[config.mk]
export PLATFORM = sky130hd
export DESIGN_NAME = cp0_int_timer
export DESIGN_NICKNAME = d
export VERILOG_FILES = /design/src/rtl/cp0_int_timer.sv
export SDC_FILE = /design/constraint.sdc
export NUM_CORES = 1
export LEC_CHECK = 0
export CORE_UTILIZATION = 35
export CTS_BUF_LIST = sky130_fd_sc_hd__clkbuf_4
export CTS_CLUSTER_DIAMETER = 100
export DETAILED_ROUTE_END_ITERATION = 10
export SETUP_SLACK_MARGIN = 0.1
export SLEW_MARGIN = 0
export SYNTH_ARGS = -nofsm -noshare
export SYNTH_HDL_FRONTEND = slang
export SYNTH_SLANG_ARGS = --single-unit
[constraint.sdc]
create_clock -name clk -period 2.5 [get_ports clk]
set_clock_uncertainty 0.15 [all_clocks]
set_input_delay 0.25 -clock clk [delete_from_list [all_inputs] [get_ports clk]]
set_output_delay 0.25 -clock clk [all_outputs]
set_load 0.005 [all_outputs]
[src/rtl/cp0_int_timer.sv]
// Interrupt front end for CP0: pin synchronisers, Count/Compare timer and register snoop.
// Optional build macro INT_DEBOUNCE_EN adds a per-pin stability filter after the synchroniser.
module cp0_int_timer #(
  parameter int SYNC_STAGES     = 2,
  parameter int TIMER_IRQ_BIT   = 5,
  parameter int DEBOUNCE_CYCLES = 4
) (
  input  logic        clk,
  input  logic        rst,
  input  logic [5:0]  int_pin,
  input  logic        write_en,
  input  logic [4:0]  write_addr,
  input  logic [31:0] write_data,
  input  logic [4:0]  read_addr,
  output logic [31:0] read_data,
  output logic [5:0]  int_out,
  output logic        timer_irq
);

  localparam logic [4:0] COUNT_ADDR   = 5'd9;
  localparam logic [4:0] COMPARE_ADDR = 5'd11;

  if (SYNC_STAGES < 2) begin : g_bad_sync
    $error("SYNC_STAGES must be at least 2");
  end
  if (TIMER_IRQ_BIT < 0 || TIMER_IRQ_BIT > 5) begin : g_bad_bit
    $error("TIMER_IRQ_BIT must be in 0..5");
  end
  if (DEBOUNCE_CYCLES < 1) begin : g_bad_deb
    $error("DEBOUNCE_CYCLES must be at least 1");
  end

  logic [5:0]  sync_q [SYNC_STAGES];
  logic [5:0]  pins_w;
  logic [31:0] count_q, count_d, count_inc;
  logic [31:0] compare_q, compare_d;
  logic [31:0] read_q, read_d;
  logic [5:0]  int_out_q, int_out_d;
  logic        toggle_q;
  logic        irq_q, irq_d;
  logic        count_wr, compare_wr;

  always_ff @(posedge clk) begin
    if (!rst) begin
      for (int i = 0; i < SYNC_STAGES; i++) sync_q[i] <= '0;
    end else begin
      sync_q[0] <= int_pin;
      for (int i = 1; i < SYNC_STAGES; i++) sync_q[i] <= sync_q[i-1];
    end
  end

`ifdef INT_DEBOUNCE_EN
  localparam int DBW = $clog2(DEBOUNCE_CYCLES + 1);

  logic [5:0]     filt_q;
  logic [DBW-1:0] dbc_q [6];

  // A pin flips only after DEBOUNCE_CYCLES consecutive disagreeing samples.
  always_ff @(posedge clk) begin
    if (!rst) begin
      filt_q <= '0;
      for (int p = 0; p < 6; p++) dbc_q[p] <= '0;
    end else begin
      for (int p = 0; p < 6; p++) begin
        if (sync_q[SYNC_STAGES-1][p] != filt_q[p]) begin
          if (dbc_q[p] == DBW'(DEBOUNCE_CYCLES - 1)) begin
            filt_q[p] <= ~filt_q[p];
            dbc_q[p]  <= '0;
          end else begin
            dbc_q[p]  <= dbc_q[p] + 1'b1;
          end
        end else begin
          dbc_q[p] <= '0;
        end
      end
    end
  end

  assign pins_w = filt_q;
`else
  assign pins_w = sync_q[SYNC_STAGES-1];
`endif

  assign count_wr   = write_en && (write_addr == COUNT_ADDR);
  assign compare_wr = write_en && (write_addr == COMPARE_ADDR);
  assign count_inc  = count_q + 32'd1;

  // A Count write replaces the increment; a Compare write overrides any match on the same edge.
  always_comb begin
    count_d   = count_q;
    compare_d = compare_q;
    irq_d     = irq_q;
    if (count_wr) begin
      count_d = write_data;
    end else if (toggle_q) begin
      count_d = count_inc;
      if (count_inc == compare_q) irq_d = 1'b1;
    end
    if (compare_wr) begin
      compare_d = write_data;
      irq_d     = 1'b0;
    end

    read_d = '0;
    if (read_addr == COUNT_ADDR)        read_d = count_q;
    else if (read_addr == COMPARE_ADDR) read_d = compare_q;

    int_out_d = pins_w;
    int_out_d[TIMER_IRQ_BIT] = pins_w[TIMER_IRQ_BIT] | irq_q;
  end

  always_ff @(posedge clk) begin
    if (!rst) begin
      count_q   <= '0;
      compare_q <= '0;
      toggle_q  <= 1'b0;
      irq_q     <= 1'b0;
      read_q    <= '0;
      int_out_q <= '0;
    end else begin
      count_q   <= count_d;
      compare_q <= compare_d;
      toggle_q  <= ~toggle_q;
      irq_q     <= irq_d;
      read_q    <= read_d;
      int_out_q <= int_out_d;
    end
  end

  assign read_data = read_q;
  assign int_out   = int_out_q;
  assign timer_irq = irq_q;

endmodule

==> impl_results.md, run 1 <==
* Clock sinks at approximately 120
* Largest net degree at the start of global routing at between 60 and 70
* Status: finished, violations left
* I/O pin total at 90
* Core ar. at 15800 um^2
* CTS tree: done
* Filler cells at roughly 1500
* Max incr delay on CP at approximately 0.5 ns
* MaxCap Viol Count at 0
* Die area at between 15000 and 20000 um^2
* Min Tclk post-route at around 2.5 ns
* Cells after Synth at roughly 670
* Fin crit share at 101%
* Rows at 46
* Critical-path cell list: nand4_1, or4_4, or4_1, a21oi_1, nor3_1, or4_1, o21ai_1
* Crit path kind: flip-flop to flip-flop
* Worst slack, placed at -0.286 ns
* Antenna violations before repair at 1
* Post-synthesis sequential area ratio at about 41%
* Synth top area cells: dfxtp_1, mux2i_1, nand2_1, nor2_1, xnor2_1
* Routed Antenna Nets at 0
* Worst slew margin at just under 50%
* WP data required at ~2.8 ns
* Fin. max-slew vios at 0
* Worst-path clk slew at about 0.12 ns
* Final Hold Violating Endpoints at 0
* Setup WS post-layout at -0.0303 ns
* Worst EP arrival at 2.87 ns
* Crit path buffers/inverters at 0
* Post-synth top cells: dfxtp_1, nand2_1, nor2_1, a21oi_1
* Measured slew at the worst slew-check pin at about 0.76 ns
* Crit end category: flip-flop
* GRT Total Usage at 21.2%
* Area Overhead vs Synth at 36.5%
* Num CTS Buffers at 17
* Vias in the first global route at between 5000 and 6000
* Top Family by Delay on Critical Path: simple AND/OR/NAND/NOR gates
* Ys async rst share at 0%
* FF-to-FF path depth at 7
* Die H at about 130 um
* Drt drc at 0
* Startpoint Class: flip-flop
* WL/cell at about 16 um
* Die width at roughly 130 um
* Hold path cells at 3
* Layout cells sized above 1 at 21.1%
* Root Driver: clkbuf_4
* Initial DRT Pass Iterations at 5
* DR vias at about 5300
* PortBufs at 89
* Crit path depth at 7
* Main synth FF type: dfxtp_1
* Synth cell types at 63
* Skew-Pair Late Insertion Delay at about 0.56 ns
* Placed Cells at 1005
* Failing checks: setup timing
* Ys Warns at 0
* EDFF count, synth at 0
* Post-synthesis average cell area at 8.41 um^2
* RSZ-0062 raised after global routing: true
* Setup slack, reg-to-reg at -0.03 ns
* Max clock buf depth at 2
* Util after Layout at 48.9%
* DP HPWL at roughly 12000 um
* Critical Path Fanout Max at 2
* Count leader, synth: dfxtp_1
* Synth top area share at about two fifths
* Crit-path slowest cell: or4_4
* Post-synth net total at 726
* Hold_buf cts at 0
* Fin cells at approximately 1000
* PD cells at 490 nW/um^2
* Post-DR vias/cell at about 5
* Critical path's most frequent cell: or4_1
* DRT iter0 DRCs at between 300 and 400
* Leakage at approximately 0.0029 uW
* Grt total ovfl at 0
* Setup violators final at 1
* H-tree levels at 4
* Initial Utilization at a little over a third
* Synth Register Bits at about 120
* Hold WC Path Type: input pin to flip-flop
* Post-Route WL at around 17000 um
* Max VDD drop at about 0.00022 V
* Post-synth top area cell: dfxtp_1
* Fmax at between 300 and 400 MHz
* Nets@finish at 870
* GPL Wtd Cong at 0.840
* Mapped cell area at about 5700 um^2
* First-pass GRT wire length at 27300 um
[per-stage QoR]
stage / total power (uW) / hold slack (ns) / TNS [ns] / area, um^2
3_5_place_dp: 2230 / 0.268 / -0.286 / 7200
2_1_floorplan: 2070 / 0.227 / -0.0311 / 5700
5_1_grt: 3950 / 0.0949 / -0.209 / 7740
3_3_place_gp: 2230 / 0.265 / -0.237 / 7200
6_report: 3790 / 0.106 / -0.0303 / 7740
4_1_cts: 3830 / 0.0733 / -0.0300 / 7680
[layout by cell type, fill, tap and decap left out, types with 3 or more instances in the layout]
cell,Yosys,layout
dfxtp_1,116,95
nand2_1,91,91
clkdlybuf4s50_1,0,88
buf_4,1,85
nor2_1,84,81
a21oi_1,36,36
xnor2_1,35,35
mux2i_1,35,35
xor2_1,29,28
a211oi_1,26,26
nand4_1,21,21
dfxtp_2,0,21
nand3_1,21,18
and2_1,18,18
clkbuf_4,1,17
o21ai_0,13,13
nor3_1,11,9
nor4_1,10,8
a311oi_1,6,6
or4_1,6,6
or3_1,5,5
clkinvlp_4,0,5
bufinv_16,0,4
clkinv_4,0,4
nand3b_1,3,3
inv_1,4,3
nor2_2,0,3
a31oi_1,3,3
buf_6,5,3
[final timing paths]
kind	startpoint	endpoint
worst max-delay path	count_q[21]$_SDFFE_PN0P_	timer_irq$_SDFFE_PP0P_
worst min-delay path	write_data[11]	compare_q[11]$_SDFFE_PN0P_
worst max register to register	count_q[21]$_SDFFE_PN0P_	timer_irq$_SDFFE_PP0P_
worst min register to register	sync_q[0][7]$_SDFF_PN0_	int_out[1]$_SDFF_PN0_
[worst register-to-register path: cells and delay by family (launching register included)]
family / cells / cell delay [ns]
simple gates: 5 / 1.69
flops: 1 / 0.35
compound gates: 2 / 0.28
[area by class of cell]
type	instances	area [um^2]	area share, %
well taps	216	270	3.49
flip-flops and latches	116	2350	30.3
multi-input cells	499	3160	40.9
inverters	5	18.8	0.243
diodes	2	5.00	0.0647
clock inverters	15	206	2.67
repair buffers	179	1600	20.6
clock buffers	17	128	1.65
[state kept, by name (all words and copies together) (netlist names)]
name / cells
timer_irq: 1
int_out: 6
sync_q: 12
compare_q: 32
read_data: 32
toggle_q: 1
count_q: 32
[where the power goes]
part	leakage (uW)	total, uW	switching, uW	internal [uW]
Combinational	0.00175	298	140	158
Clock	0.000160	1600	803	797
Sequential	0.000949	1900	21.4	1880
Total	0.00286	3790	964	2830
[kinds of logic after synthesis]
family	after synthesis	share of synthesized area (%)
mux	37	6.58
fa+ha+maj	1	0.221
xor+xnor	64	9.89
compound gates	101	11.4
buf+inv	59	5.36
flops	116	41.0
simple gates	296	25.6
[what timing repair did]
item,CTS,global route
endpoints found under the setup margin,4,9
setup buffers,11,1
pin swaps,11,2
resized for setup,26,11
[metal layers]
layer / vias to the layer above / GRT usage [%] / wire length, um
li1: 2622 / - / -
met1: 2508 / 26.8 / 7520
met2: 128 / 35.5 / 8160
met3: 24 / 4.17 / 718
met4: 0 / 8.72 / 291
met5: - / 0 / 0
(Power assumes the default switching activity.)
==> inputs of run 2 (changes only) <==
- clock period: 2.5 -> 2.3 ns (I/O delays scaled with it)
==> run 2 against run 1 <==
The flow still finishes with violations (setup timing). Sequential power increased by 8%. Global-route usage increased by 0.45 points. Hold slack got worse by 0.032 ns. Sequential share of layout area decreased by 1.6 points. Total power increased by 8.4%.
==> impl_results.md, run 2 (synthesized netlist as in run 1, its figures left out) <==
* Status: finished, violations left
* Failing checks: setup timing
* DR vias at 5397 (+2.2%)
* Vias in the first global route at 5399 (-0.18%)
* Die width at 129 um (unchanged)
* Met3 GRT Util at 4.79% (+0.62 points)
* H-tree levels at 4 (unchanged)
* I/O pin total at 90 (unchanged)
* Util after Layout at 51.8% (+2.9 points)
* DP HPWL at 12400 um (+3.6%)
* Most frequent cells in the layout: buf_4, dfxtp_1, nand2_1
* WL/cell at 16.3 um (+2.2%)
* Initial Utilization at 35.8% (unchanged)
* Setup WS post-layout at -0.209 ns (-0.179 ns)
* Commonest non-fill, non-tap cell in the layout: buf_4
* Fin crit share at 109% (+7.9 points)
* Antenna violations before repair at 1 (unchanged)
* PD cells at 502 nW/um^2 (+2.3%)
* Area after DPL at 7380 um^2 (+2.5%)
* GRT Total Usage at 21.7% (+0.45 points)
* PortBufs at 89 (unchanged)
* Die H at 129 um (unchanged)
* Max VDD drop at 0.000352 V (+62%)
* Critical Path Fanout Max at 4 (+2)
* MaxCap Viol Count at 0 (unchanged)
* Setup TNS Final at -0.209 ns (-0.179 ns)
* RSZ-0062 raised after global routing: true
* GRT busiest layer: met2
* Fin. max-slew vios at 0 (unchanged)
* Setup violators final at 1 (unchanged)
* Worst EP arrival at 2.86 ns (about the same)
* GPL Wtd Cong at 0.884 (+5.3%)
* Worst-path clk slew at 0.12 ns (about the same)
* Num CTS Buffers at 17 (unchanged)
* Clock sinks at 116 (unchanged)
* CTS tree: done
* WP data required at 2.65 ns (-0.19 ns)
* Final Hold Violating Endpoints at 0 (unchanged)
* Worst slew margin at 60.7% (+12 points)
* Max clock buf depth at 2 (unchanged)
* Min Tclk post-route at 2.51 ns (-0.0211 ns)
* Post-DR vias/cell at 5.02 (-0.39%)
* Grt total ovfl at 0 (unchanged)
* Root Driver: clkbuf_4
* Nets@finish at 898 (+3.2%)
* Largest net degree at the start of global routing at 36 (-46%)
* Layout cells sized above 1 at 26.1% (+5.0 points)
* Rows at 46 (unchanged)
* Area Overhead vs Synth at 44.6%
* Drt drc at 0 (unchanged)
* Crit path kind: flip-flop to flip-flop
* Post-route cell area at 8200 um^2 (+5.9%)
* GR Util met2 at 36.7% (+1.2 points)
* Skew-Pair Late Insertion Delay at 0.57 ns (about the same)
* Die area at 16700 um^2 (unchanged)
* Core ar. at 15800 um^2 (unchanged)
* Fmax at 399 MHz (+0.84%)
* Measured slew at the worst slew-check pin at 0.589 ns (-0.173 ns)
* Hold_buf cts at 0 (unchanged)
* Met1 Track Usage GR at 27.4% (+0.67 points)
* Hold WC Path Type: input pin to flip-flop
* First-pass GRT wire length at 27800 um (+1.9%)
* Leakage at 0.00314 uW (+9.6%)
* Startpoint Class: flip-flop
* Placed Cells at 1025 (+2.0%)
* Hold_ws at 0.0740 ns (-0.0321 ns)
* Initial DRT Pass Iterations at 5 (unchanged)
* Fin cells at 1076 (+2.6%)
* Post-Route WL at 17500 um (+4.8%)
* Routed Antenna Nets at 0 (unchanged)
* Crit end category: flip-flop
* DRT iter0 DRCs at 262 (-23%)
-- run 2: cell count changes in the layout (fill, tap and decap cells not counted), moves of 4 or more --
cell      previous run  this run
a311oi_2             0         5
buf_6                3        17
a311oi_1             6         1
nor3_1               9         5
or3_4                1         5
inv_6                1         5
buf_4               85        96
-- run 2: power breakdown --
part | total [uW] | internal (uW) | switching (uW)
clock network | 1710 | 782 | 925
logic | 343 | 183 | 160
registers | 2060 | 2040 | 23.3
total | 4110 | 3000 | 1110
-- run 2: worst paths after layout --
check / startpoint / cells past startpoint / end / slack [ns]
max: count_q[1]$_SDFFE_PN0P_ / 9 / timer_irq$_SDFFE_PP0P_ / -0.21
min: write_data[10] / 3 / compare_q[10]$_SDFFE_PN0P_ / 0.07
min reg2reg: sync_q[0][0]$_SDFF_PN0_ / 1 / sync_q[0][6]$_SDFF_PN0_ / 0.29
max reg2reg: count_q[1]$_SDFFE_PN0P_ / 9 / timer_irq$_SDFFE_PP0P_ / -0.21
-- run 2: routing by layer --
metal / routed length (um) / vias to the layer above
li1: - / 2680
met1: 7860 / 2564
met2: 8530 / 135
met3: 874 / 18
met4: 222 / 0
met5: 0 / -
-- run 2: area by class of cell --
type | instances | area, um^2
fillers | 1486 | 7630
multi-input cells | 499 | 3330
flip-flops and latches | 116 | 2350
repair buffers | 207 | 1900
well taps | 216 | 270
clock inverters | 15 | 195
clock buffers | 17 | 128
inverters | 5 | 18.8
diodes | 1 | 2.50
-- run 2: stage by stage --
step | power, uW | setup slack, ns
floorplan | 2250 | -0.231
CTS | 4130 | -0.231
global route | 4270 | -0.273
detailed placement | 2430 | -0.636
global placement | 2430 | -0.614
finish | 4110 | -0.209
-- run 2: worst max-delay path, stage by stage (launching register included) --
cell and delay, ns:
dfxtp_4 0.39, ha_4 0.16, buf_6 0.10, and3_4 0.18, nand4_1 0.17, or4_4 0.52
a21oi_2 0.13, nor3_1 0.05, or4_1 0.47, o21ai_1 0.13
-- run 2: what timing repair did --
item / CTS / global route
pin swaps: 13 / 31
buffers inserted: 16 / 8
setup endpoints to repair: 10 / 16
gates cloned: 0 / 0
endpoints found under the hold margin: 0 / 0
gates resized for setup: 37 / 52
